**src/rtl/truth_table_sweeper.sv**
```systemverilog
// Truth-table sweeper: applies every input vector to a combinational block, samples it and
// compares the captured table against an expected mask. Define SWEEP_GRAY_EN for Gray-order sweeps.
module truth_table_sweeper #(
    parameter int unsigned N_IN   = 4,
    parameter int unsigned SETTLE = 1
) (
    input  logic                 clk,
    input  logic                 rst_n,
    input  logic                 start,
    input  logic [2**N_IN-1:0]   expected,
    output logic [N_IN-1:0]      dut_in,
    input  logic                 dut_out,
    output logic                 busy,
    output logic                 done,
    output logic [2**N_IN-1:0]   captured_table,
    output logic [N_IN:0]        err_count,
    output logic                 mismatch
);

    localparam logic [N_IN-1:0] LastIdx = {N_IN{1'b1}};
    localparam logic [N_IN:0]   ErrOne  = 1;
    localparam logic [3:0]      SettleLoad = 4'(SETTLE);

    typedef enum logic [2:0] {
        StIdle,
        StApply,
        StWait,
        StSample,
        StDone
    } state_e;

    state_e               state_q;
    logic [N_IN-1:0]      idx_q;
    logic [3:0]           settle_q;
    logic [2**N_IN-1:0]   expected_q;
    logic [N_IN-1:0]      vec;

    // The table stays indexed by input value whichever order the sweep walks.
    always_comb begin
`ifdef SWEEP_GRAY_EN
        vec = idx_q ^ (idx_q >> 1);
`else
        vec = idx_q;
`endif
    end

    always_ff @(posedge clk or negedge rst_n) begin
        if (!rst_n) begin
            state_q        <= StIdle;
            idx_q          <= '0;
            settle_q       <= '0;
            expected_q     <= '0;
            dut_in         <= '0;
            busy           <= 1'b0;
            done           <= 1'b0;
            captured_table <= '0;
            err_count      <= '0;
            mismatch       <= 1'b0;
        end else begin
            unique case (state_q)
                StIdle: begin
                    done <= 1'b0;
                    if (start) begin
                        state_q        <= StApply;
                        expected_q     <= expected;
                        captured_table <= '0;
                        err_count      <= '0;
                        mismatch       <= 1'b0;
                        idx_q          <= '0;
                        busy           <= 1'b1;
                    end
                end
                StApply: begin
                    dut_in   <= vec;
                    settle_q <= SettleLoad;
                    state_q  <= (SETTLE > 0) ? StWait : StSample;
                end
                StWait: begin
                    settle_q <= settle_q - 4'd1;
                    if (settle_q <= 4'd1) begin
                        state_q <= StSample;
                    end
                end
                StSample: begin
                    captured_table[vec] <= dut_out;
                    if (dut_out != expected_q[vec]) begin
                        err_count <= err_count + ErrOne;
                        mismatch  <= 1'b1;
                    end
                    if (idx_q == LastIdx) begin
                        state_q <= StDone;
                        busy    <= 1'b0;
                        done    <= 1'b1;
                    end else begin
                        idx_q   <= idx_q + 1'b1;
                        state_q <= StApply;
                    end
                end
                StDone: begin
                    done    <= 1'b0;
                    state_q <= StIdle;
                end
                default: state_q <= StIdle;
            endcase
        end
    end

endmodule

```
**config.mk**
```make
export PLATFORM = sky130hd
export DESIGN_NAME = truth_table_sweeper
export DESIGN_NICKNAME = d
export VERILOG_FILES = /design/src/rtl/truth_table_sweeper.sv
export SDC_FILE = /design/constraint.sdc
export NUM_CORES = 1
export LEC_CHECK = 0
export BUFFER_PORTS_ARGS = -buffer_cell sky130_fd_sc_hd__buf_2
export CORE_ASPECT_RATIO = 1.4
export CORE_MARGIN = 5
export CORE_UTILIZATION = 35
export CTS_CLUSTER_DIAMETER = 50
export DETAILED_ROUTE_END_ITERATION = 8
export GPL_ROUTABILITY_DRIVEN = 1
export PLACE_DENSITY = 0.63
export SETUP_SLACK_MARGIN = 0.2
export SLEW_MARGIN = 20
export SYNTH_ARGS = -nofsm -noshare
export SYNTH_HDL_FRONTEND = slang
export SYNTH_SLANG_ARGS = --single-unit
```
**constraint.sdc**
```tcl
create_clock -name clk -period 2.9 [get_ports clk]
set_input_delay 0.29 -clock clk [delete_from_list [all_inputs] [get_ports clk]]
set_output_delay 0.29 -clock clk [all_outputs]
set_load 0.05 [all_outputs]
```
# Word-level counts from Yosys, hierarchy flattened
# Cells that the tools add are included.
[word_totals]
romBits = 0
ramBits = 0
n_memories = 0
word_cells = 66
register_bits = 55
latchBits = 0
input_bits = 20
[classes]
n_reduce_logical = 13
bitwise_logic = 0
order_cmp = 3
n_mul = 0
mux = 26
shifts = 0
addsub = 3
n_eq_ne = 11
div_mod_pow = 0
[op_table]
columns = ["op", "count"]
rows = [
  ["$pmux 16 s2", 1],
  ["$bwmux 16", 1],
  ["$mux 16", 1],
  ["$pmux 4 s2", 2],
  ["$pmux 3 s4", 1],
  ["$mux 5", 2],
  ["$ne 2x2->1 const B", 5],
  ["$pmux 5 s2", 1],
  ["$mux 3", 3],
  ["$reduce_and 3->1", 3],
  ["$mux 4", 2],
  ["$reduce_and 2->1", 4],
  ["$mux 1", 7],
  ["$eq 3x2->1 const B", 2],
  ["$pmux 1 s2", 3],
  ["$reduce_bool 2->1", 3],
  ["$add 5x1->5 const B", 1],
  ["$lt 4x5->1 const B", 1],
  ["$add 4x1->4 const B", 1],
  ["$bmux 1 s4", 1],
  ["$demux 1 s4", 1],
  ["$eq 4x4->1 const B", 1],
  ["$ge 4x1->1 const B", 1],
  ["$le 4x1->1 const B", 1],
  ["7 further kinds", 7],
]

# Longest topological paths before layout
[depth]
ltp_word = 6
mapped_depth = 7
mapped_depth_nobuf = 6

# Least setup slack after synthesis
# No wires, ideal clock.
[synth_path]
path_type = "register -> register"
startpoint = "register idx_q[0]"
endpoint = "register mismatch"
slack_ps = 775
path_stages_with_launch = 8
setup_time_ps = 119
path_buffers = 2
arrival_ps = 2007
synth_period_minus_slack_ps = 2125
cell_sequence = "dfrtp_1 > buf_6 > mux2i_1 > mux4_2 > mux2_4 > or2_1 > buf_6 > a21o_2"
[synth_via]
elab_chain_len = 5
[synth_lines]
columns = ["item", "line", "rtl"]
rows = [
  ["from (decl)", "33", "logic [N_IN-1:0] idx_q;"],
  ["from (signal assigned)", "95", "idx_q <= idx_q + 1'b1;"],
  ["$bmux 1 s4", "86", "if (dut_out != expected_q[vec]) begin"],
  ["$mux 1 (not written as such)", "86", ""],
  ["$ne 1x1->1", "86", ""],
  ["$ne 2x2->1 (no line)", "--", ""],
  ["$reduce_and 3->1 (no line)", "--", ""],
  ["to (signal assigned)", "58", "mismatch <= 1'b0;"],
  ["to (signal assigned)", "68", "mismatch <= 1'b0;"],
  ["to (signal assigned)", "88", "mismatch <= 1'b1;"],
  ["to (decl)", "17", "output logic mismatch"],
]
# Every way passes these cells. The select of a mux whose other input is x is not followed.
# A chain may end at the register's enable or synchronous reset.

# Final worst setup path
# Ends and elaborated chain as after synthesis.

==> run summary <==
DR iter-0 viols: 141
Hold Crit Start: expected[8]
Largest net degree at the start of global routing: 25
Remaining routing DRC violations: 0
Gr ovfl total: 0
Mean Syn Cell Area: 9.45 sq um
Least-Margin Pin Slew: 0.714 ns
Proportion of layout cells with a drive suffix above 1: 0.233
Core area: 7410 sq um
Detailed Route WL: 5.87 mm
Mapped cell area: 2680 sq um
Peak Freq: 428 MHz
Antenna Diode Count: 0
Via count: 2,066
Critical Path AT: 2.54 ns
FF+latch count, synth: 55
Data required, critical path: 3.11 ns
WS Path Type: flip-flop to flip-flop
Post-synthesis sequential area ratio: 0.513
Clock-pin slew on the worst setup and hold paths: 0.10 ns
Slew Limit Headroom: 0.522
Fin. max-slew vios: 0
Buf/Inv on CP: 0
TNS Setup: 0 ns
Critical Path Start: idx_q[0]
Clock Tree Root: clkbuf_8
Die area: 9540 sq um
Vert. Die Dim: 114 um
Post-CTS Setup Bufs: 0
# nets final: 354
Setup Viol. Count Final: 0
Routed vias/inst: 4.88
Die W: 84.0 um
CP cell instances: mux2i_1 -> mux4_2 -> mux2_4 -> or2_1 -> a21o_2
Hold Vio Cnt, Final: 0
Initial antenna violation count: 0
Max incr delay on CP: 0.71 ns
Syn-to-layout area delta: 15.1%
Clock Power Share: 0.134
Status: finished, final reports clean
Initial core utilization: 0.362
Clock H-tree levels: 2
Longest Clk Path Bufs: 2
Power density cells: 959 nW/um^2
Design Power: 2960 uW
Min Tclk post-route: 2.33 ns
Final HPWL DP: 4.33 mm
Drt pass-1 iters: 4
WL/cell: 13.9 um
Row cnt: 37
P_int: 1660 uW
Share of total power in combinational logic: 0.439
Maximum vdd drop: 0.417 mV
CP top delay family: multiplexers
Post-Synthesis Cells: 284
Clk_skew: 0.00963 ns
Post-synthesis cell type count: 40
Lkg Pwr: 0.00157 uW
Num ports: 48
Buffers on Ports: 47
Final core utilization: 0.417
Startpoint types: flip-flop
RD Place Congestion: 0.746
CTS tree: yes
YS warnings: 0
Crit-path slowest cell: dfrtp_1
Tot GR Track Use: 0.134
Switching power: 1300 uW
CP max FO: 14
Max_cap viols: 0
Worst Hold Class: input pin to flip-flop
Register share of total power: 0.427
RR Startpoint: idx_q[0]
Vias in the first global route: 2,104
Skew-Pair Late Insertion Delay: 0.31 ns
Clk sinks: 55
First-pass GRT wire length: 10.2 mm
Resize count post-CTS: 0
Switching Share: 0.438
Crit. End Element: flip-flop
RSZ-0062 raised after global routing: no
Syn nets: 311
Post-route ant nets: 0
TritonCTS Buffers: 5
Fin crit share: 0.805
[power groups by stage]
| stage | logic (uW) | registers (uW) | clock network [uW] |
|---|---|---|---|
| after floorplan | 851 | 1420 | 0 |
| after global placement | 1290 | 1280 | 0 |
| after detailed placement | 1310 | 1290 | 0 |
| after CTS | 1320 | 1270 | 414 |
| after global routing | 1450 | 1310 | 440 |
| final | 1300 | 1260 | 398 |
[per-layer routing]
metal / GRT usage / wire, um
met5: 0 / 0
met4: 0.0547 / 113
met3: 0.0311 / 238
met2: 0.240 / 3060
met1: 0.152 / 2460
[layout by cell type, fill, tap and decap left out, types with 2 or more instances in the layout]
cell,instances
a21oi_1,13
nor2b_1,2
xor2_1,3
nor3b_1,2
o21ai_0,12
and2_1,2
ha_1,7
mux2i_1,12
a31o_2,7
mux4_2,2
nand3b_1,2
nor2_1,8
nand2_1,82
o21ai_1,2
mux2_2,4
nor3_1,6
buf_2,47
buf_4,7
nand3_1,17
inv_1,7
clkbuf_8,5
o22ai_1,2
dfrtp_1,55
[tightest hold or removal path: cells and delay by family]
family	cells	cell delay (ns)
buffers and inverters	1	0.07
AND/OR/NAND/NOR	2	0.09
[metrics by stage]
stage                     std cells  hold slack (ns)  instance area, sq um  setup slack, ns
after global routing            423            0.159                  3090            0.448
after floorplan                 284         -0.00559                  2680            0.775
after detailed placement        416            0.172                  3010            0.568
after CTS                       423            0.158                  3090            0.546
final                           423            0.167                  3090            0.566
after global placement          416            0.167                  3010            0.613
[area by class of cell]
cell class,count,area [sq um]
Clock buffer,6,72.6
Fill cell,779,4320
Inverter,7,26.3
Multi-Input combinational cell,203,1190
Sequential cell,55,1380
Tap cell,97,121
Timing Repair Buffer,55,298
[cell usage after synthesis]
cell,number,area share
o31ai_1,1,0.0028
clkbuf_1,17,0.024
nand2_1,82,0.11
o21a_1,1,0.0028
or2_1,1,0.0023
a21o_2,1,0.0033
nor3b_1,2,0.0056
nand3b_1,2,0.0056
or3_1,1,0.0023
o21ai_1,2,0.0037
nor4_1,1,0.0023
and3_1,1,0.0023
xnor2_1,1,0.0033
xor2_1,3,0.0098
o41ai_1,1,0.0033
mux2i_1,12,0.045
a22oi_1,1,0.0028
inv_1,7,0.0098
and2_1,2,0.0047
nor4bb_1,1,0.0037
nor2_1,8,0.011
o22ai_1,2,0.0047
or2_2,1,0.0023
nand4b_1,1,0.0033
nand4_1,1,0.0023
nor4b_2,1,0.0056
nor3_1,6,0.011
a21oi_1,13,0.024
nand3_1,17,0.032
o21ai_0,12,0.022
and3b_1,1,0.0033
dfrtp_1,55,0.51
o22a_1,1,0.0033
a31o_2,7,0.023
nor2b_1,2,0.0047
mux2_4,1,0.0056
mux4_2,2,0.017
ha_1,7,0.033
mux2_2,4,0.017
buf_6,2,0.0084
[state kept, by name, summed over array words and instances, names as in the netlist, 3 cells and up]
| signal | count |
|---|---|
| settle_q | 4 |
| dut_in | 4 |
| err_count | 5 |
| idx_q | 4 |
| expected_q | 16 |
| state_q | 3 |
| captured_table | 16 |
[repair_timing]
action | in CTS | in global routing
hold buffers | 1 | 0
setup endpoints to repair | 0 | 0
endpoints found under the hold margin | 9 | 0
[final timing paths]
kind                                     end  slack (ns)  cells after the start
setup reg to reg                    mismatch        0.57                      5
min in group asynchronous               busy        0.35                      2
max in group asynchronous  captured_table[2]        1.94                      3
hold reg to reg                expected_q[4]        0.48                      2
setup / recovery                    mismatch        0.57                      5
hold / removal                 expected_q[8]        0.17                      3
[cell families after synthesis]
logic type / share of synthesized area
buffers and inverters: 0.0420
AO/OA/AOI/OAI: 0.0961
XOR/XNOR: 0.0131
flip-flops: 0.513
multiplexers: 0.0840
AND/OR/NAND/NOR: 0.219
adder cells (fa/ha/maj): 0.0326
(Power assumes the default switching activity.)
